File: config.mk
export PLATFORM = sky130hd
export DESIGN_NAME = conv_mac_unit
export DESIGN_NICKNAME = d
export VERILOG_FILES = /design/src/rtl/conv_mac_unit.sv
export SDC_FILE = /design/constraint.sdc
export NUM_CORES = 1
export LEC_CHECK = 0
export ABC_AREA = 1
export BUFFER_PORTS_ARGS = -buffer_cell sky130_fd_sc_hd__buf_2
export CORE_MARGIN = 2
export CORE_UTILIZATION = 55
export DETAILED_ROUTE_END_ITERATION = 12
export GPL_TIMING_DRIVEN = 0
export PLACE_DENSITY = 0.74
export SYNTH_ARGS = -nofsm -noshare
export SYNTH_HDL_FRONTEND = slang
export SYNTH_SLANG_ARGS = --single-unit
File: constraint.sdc
create_clock -name clk -period 7.6 [get_ports clk]
set_clock_uncertainty 0.2 [all_clocks]
set_input_delay 1.52 -clock clk [delete_from_list [all_inputs] [get_ports clk]]
set_output_delay 1.52 -clock clk [all_outputs]
set_load 0.005 [all_outputs]
File: src/rtl/conv_mac_unit.sv
// Execute-stage convolution coprocessor: kernel/pixel buffer loads plus a
// stalling 9-cycle signed MAC that reports its sum with a one-cycle valid pulse.
module conv_mac_unit #(
    parameter int unsigned TAPS  = 9,
    parameter int unsigned PIX_W = 8,
    parameter int unsigned WGT_W = 8,
    parameter int unsigned ACC_W = 32
) (
    input  logic             clk,
    input  logic             rst,
    input  logic             en,
    input  logic [2:0]       ALUControl,
    input  logic [31:0]      SrcA,
    input  logic [31:0]      SrcB,
    output logic             Stall,
    output logic             ResultValid,
    output logic [ACC_W-1:0] Result
);

    localparam int unsigned IDX_W  = $clog2(TAPS);
    localparam int unsigned PROD_W = WGT_W + PIX_W + 1;
    localparam logic [2:0]  OP_LOAD = 3'b100;
    localparam logic [2:0]  OP_CONV = 3'b111;

    typedef enum logic [1:0] {
        S_IDLE,
        S_RUN,
        S_DONE
    } state_e;

    state_e             state_q, state_d;
    logic [ACC_W-1:0]   acc_q, acc_d;
    logic [IDX_W-1:0]   idx_q, idx_d;
    logic [ACC_W-1:0]   result_q, result_d;
    logic               valid_q, valid_d;
    logic [WGT_W-1:0]   kern_q [TAPS];
    logic [PIX_W-1:0]   pix_q  [TAPS];

    logic               start_c;
    logic               load_c;
    logic [3:0]         ld_idx_c;
    logic               ld_ok_c;
    logic signed [PROD_W-1:0] w_ext_c;
    logic signed [PROD_W-1:0] p_ext_c;
    logic signed [PROD_W-1:0] prod_c;
    logic [ACC_W-1:0]   prod_ext_c;
    logic [ACC_W-1:0]   mac_sum_c;
    logic               unused_bits;

    assign start_c  = en && (ALUControl == OP_CONV) && (state_q == S_IDLE);
    assign load_c   = en && (ALUControl == OP_LOAD) && (state_q == S_IDLE);
    assign ld_idx_c = SrcA[3:0];
    assign ld_ok_c  = (32'(ld_idx_c) < TAPS);
    assign unused_bits = ^{SrcA, SrcB};

    // Weight is sign-extended, pixel zero-extended, so the product is exact in PROD_W bits.
    assign w_ext_c    = {{(PROD_W-WGT_W){kern_q[idx_q][WGT_W-1]}}, kern_q[idx_q]};
    assign p_ext_c    = {{(PROD_W-PIX_W){1'b0}}, pix_q[idx_q]};
    assign prod_c     = w_ext_c * p_ext_c;
    assign prod_ext_c = {{(ACC_W-PROD_W){prod_c[PROD_W-1]}}, prod_c};
    assign mac_sum_c  = acc_q + prod_ext_c;

    // Buffer writes only happen from IDLE; out-of-range indices are dropped.
    always_ff @(posedge clk or negedge rst) begin
        if (!rst) begin
            for (int i = 0; i < int'(TAPS); i++) begin
                kern_q[i] <= '0;
                pix_q[i]  <= '0;
            end
        end else if (load_c && ld_ok_c) begin
            if (SrcA[4]) begin
                pix_q[IDX_W'(ld_idx_c)]  <= SrcB[PIX_W-1:0];
            end else begin
                kern_q[IDX_W'(ld_idx_c)] <= SrcB[WGT_W-1:0];
            end
        end
    end

    always_ff @(posedge clk or negedge rst) begin
        if (!rst) begin
            state_q  <= S_IDLE;
            acc_q    <= '0;
            idx_q    <= '0;
            result_q <= '0;
            valid_q  <= 1'b0;
        end else begin
            state_q  <= state_d;
            acc_q    <= acc_d;
            idx_q    <= idx_d;
            result_q <= result_d;
            valid_q  <= valid_d;
        end
    end

    always_comb begin
        state_d  = state_q;
        acc_d    = acc_q;
        idx_d    = idx_q;
        result_d = result_q;
        valid_d  = 1'b0;
        case (state_q)
            S_IDLE: begin
                if (start_c) begin
                    acc_d   = '0;
                    idx_d   = '0;
                    state_d = S_RUN;
                end
            end
            S_RUN: begin
                acc_d = mac_sum_c;
                idx_d = idx_q + IDX_W'(1);
                if (idx_q == IDX_W'(TAPS - 1)) begin
                    result_d = mac_sum_c;
                    valid_d  = 1'b1;
                    state_d  = S_DONE;
                end
            end
            // The conv code still present here is the retiring instruction.
            S_DONE:  state_d = S_IDLE;
            default: state_d = S_IDLE;
        endcase
    end

    // Combinational so the conv instruction holds in execute during its start cycle.
    assign Stall       = rst && (start_c || (state_q == S_RUN));
    assign ResultValid = valid_q;
    assign Result      = result_q;

endmodule

==> impl_metrics.env <==
export IMPL_grtUsageMet1_pct=45.7
export IMPL_yosys_warnings=0
export IMPL_drc=0
export IMPL_total_power_mw=8.26
export IMPL_status="completed"
export IMPL_post_dp_cell_area_um2=14200
export IMPL_portBuffers=52
export IMPL_grt_pass1_vias=11900
export IMPL_combPwrFrac_pct=66.9
export IMPL_netlist_top_cells_area="dfrtp_1 (40%), nand2_1 (14%), ha_1 (7.1%)"
export IMPL_p_per_area_nw_per_um2=532
export IMPL_std_cell_rows=57
export IMPL_met3_usage_pct=5.11
export IMPL_final_area_um2=15500
export IMPL_synth_area_per_cell_um2=7.79
export IMPL_cts_num_sinks=215
export IMPL_dieWidth_um=161
export IMPL_p_int_mw=4.01
export IMPL_routed_wl_um=40400
export IMPL_diodes=0
export IMPL_ioPinCount=104
export IMPL_netlist_cell_type_count=39
export IMPL_layout_commonest_cell="nand2_1"
export IMPL_slew_viol_final=0
export IMPL_cp_required_ps=7830
export IMPL_start_kind="flip-flop"
export IMPL_timing_worst_setup_path_type="flip-flop to flip-flop"
export IMPL_grt_total_usage_pct=31.3
export IMPL_vias=12400
export IMPL_vias_per_cell=5.73
export IMPL_antenna_left=0
export IMPL_min_path_type="flip-flop to flip-flop"
export IMPL_wire_per_inst_um=18.7
export IMPL_cts_buffer_depth=3
export IMPL_fill_cells=2132
export IMPL_die_area_um2=25800
export IMPL_worst_pin_slew_ps=791
export IMPL_critPathSlowestCell="fa_1"
export IMPL_netlist_instances=1733
export IMPL_worstPathArrival_ps=7640
export IMPL_cts_root_buffer="clkbuf_16"
export IMPL_ys_seq_area_share_pct=39.8
export IMPL_start_util_pct=55.8
export IMPL_fin_crit_sh_pct=97.5
export IMPL_htreeDepth=1
export IMPL_num_nets_final=2006
export IMPL_mappedNetlistArea_um2=13500
export IMPL_syn2layout_area_growth_pct=15.0
export IMPL_peakVddDrop_v=0.000388
export IMPL_end_kind="flip-flop"
export IMPL_p_sw_share_pct=51.4
export IMPL_worst_path_largest_cell_delay_ps=550
export IMPL_core_area_um2=24200
export IMPL_dp_hpwl_um=29000
export IMPL_drtIter0Drc=1334
export IMPL_clockPowerShare_pct=15.4
export IMPL_p_leak_nw=8.00
export IMPL_min_period_ps=7410
export IMPL_grt_max_degree=121
export IMPL_ys_seq_elements=215
export IMPL_clock_latency_ps=550
export IMPL_p_sw_mw=4.25
export IMPL_grt_busiest_layer="met2"
export IMPL_setup_tns_ps=0
export IMPL_ff2ff_setup_slack_ps=190
export IMPL_setup_violations=0
export IMPL_yosysTopAreaCell="dfrtp_1"
export IMPL_die_h_um=161
export IMPL_path_max_fanout=10
export IMPL_place_gp_congestion=0.980
export IMPL_crit_top_cell="nand2_1"
export IMPL_clk_pin_slew_worst_paths_ps=60
export IMPL_syn_nets=1918
export IMPL_antenna_found_initial=0
export IMPL_r2r_start="idx_q[1]"
export IMPL_overflow=0
export IMPL_cts_buffers=25
export IMPL_cap_violations=0
export IMPL_pwr_share_seq_pct=17.7
export IMPL_drt_pass1_iterations=6
export IMPL_layout_common_cells="nand2_1 (483), dfrtp_1 (215), inv_1 (192)"
export IMPL_maxSlewHeadroom_pct=47.2
export IMPL_met2_usage_pct=47.9
export IMPL_hold_viol=0
export IMPL_tritoncts="built"
export IMPL_drive_gt1_share_pct=12.9
export IMPL_min_from="Result[24]"
export IMPL_fmax_mhz=135
export IMPL_worstSetupStartpoint="idx_q[1]"
export IMPL_synth_top_area_share_pct=39.8
export IMPL_grt_pass1_wl_um=63600
## cell type report
type,count,area (µm²),share of cell area [%]
clock buffer,35,723,4.66
multi-input combinational,1257,7430,47.9
buffer,66,350,2.26
tap,324,405,2.61
clock inverter,11,149,0.959
timing repair buffer,60,350,2.26
inverter,196,739,4.76
sequential,215,5380,34.6
## stage by stage
step / instances / util [%] / hold WS (ps) / setup slack (ps)
final: 2164 / 64.2 / 273 / 193
after detailed placement: 2110 / 58.8 / 261 / -575
after global routing: 2164 / 64.2 / 293 / -107
after CTS: 2156 / 62.5 / 276 / 1.76
after floorplan: 1733 / - / 254 / 1080
after global placement: 2109 / 58.6 / 254 / -428
## path summary, 6_finish.rpt
kind,end,depth (start not counted)
worst max-delay path,acc_q[26],32
worst min-delay path,Result[24],2
worst max register to register,acc_q[26],32
worst min register to register,Result[24],2
max in group asynchronous,Result[31],2
min in group asynchronous,pix_q[45],1
## registers in the layout, indices dropped and copies added, names as in the netlist
| signal | count |
|---|---|
| Result | 32 |
| kern_q | 72 |
| idx_q | 4 |
| pix_q | 72 |
| state_q | 2 |
| acc_q | 32 |
| ResultValid | 1 |
## cell families after synthesis
kind of cell	synth area share (%)
and+or+nand+nor	23.0
xor gates and xnor gates	1.49
adders and majority gates	12.8
AOI/OAI and AO/OA	15.0
buffers and inverters	7.83
DFF	39.8
## layer usage
metal / routed length (µm) / up-vias
met5: 0 / -
met4: 1300 / 0
met3: 3610 / 90
met2: 17900 / 539
met1: 17600 / 5952
li1: - / 5827
## synth_stat cells (all sizes together)
library cell  count
nand3b            9
inv             195
xnor2            14
nor3              9
a21o              4
xor2              9
fa               38
nor4              4
nand4             8
buf              33
ha               77
and2b             1
or2               5
o21a              1
o21ai           252
clkinv            1
a31oi             1
dfrtp           215
and2              3
nand3            81
o22ai             6
a22o              7
o211ai            6
o221ai           26
a21oi            49
nor2            136
clkbuf           33
nand2           504
o21bai            6
## worst max-delay path, delay by kind of cell (launching register included)
kind,cells,cell delay [ps]
AO/OA/AOI/OAI,5,1020
adder cells (fa/ha/maj),6,2860
AND/OR/NAND/NOR,15,2050
flip-flops,1,500
buffers and inverters,6,660
## what timing repair did
| action | 4_1_cts | 5_1_grt |
|---|---|---|
| endpoints found under the setup margin | 30 | 39 |
| gates cloned | 0 | 1 |
| buffers inserted | 0 | 7 |
| hold endpoints to repair | 0 | 0 |
| pin swaps | 0 | 4 |
| hold buffers | 0 | 0 |
| resized for setup | 10 | 87 |
## power groups by stage
stage	Sequential [mW]	Combinational, mW	Clock, mW
floorplan	1.46	3.67	0
global placement	1.46	4.97	0
detailed placement	1.47	5.08	0
CTS	1.45	5.13	1.28
global route	1.48	6.19	1.32
finish	1.46	5.52	1.27
(Power assumes the default switching activity.)
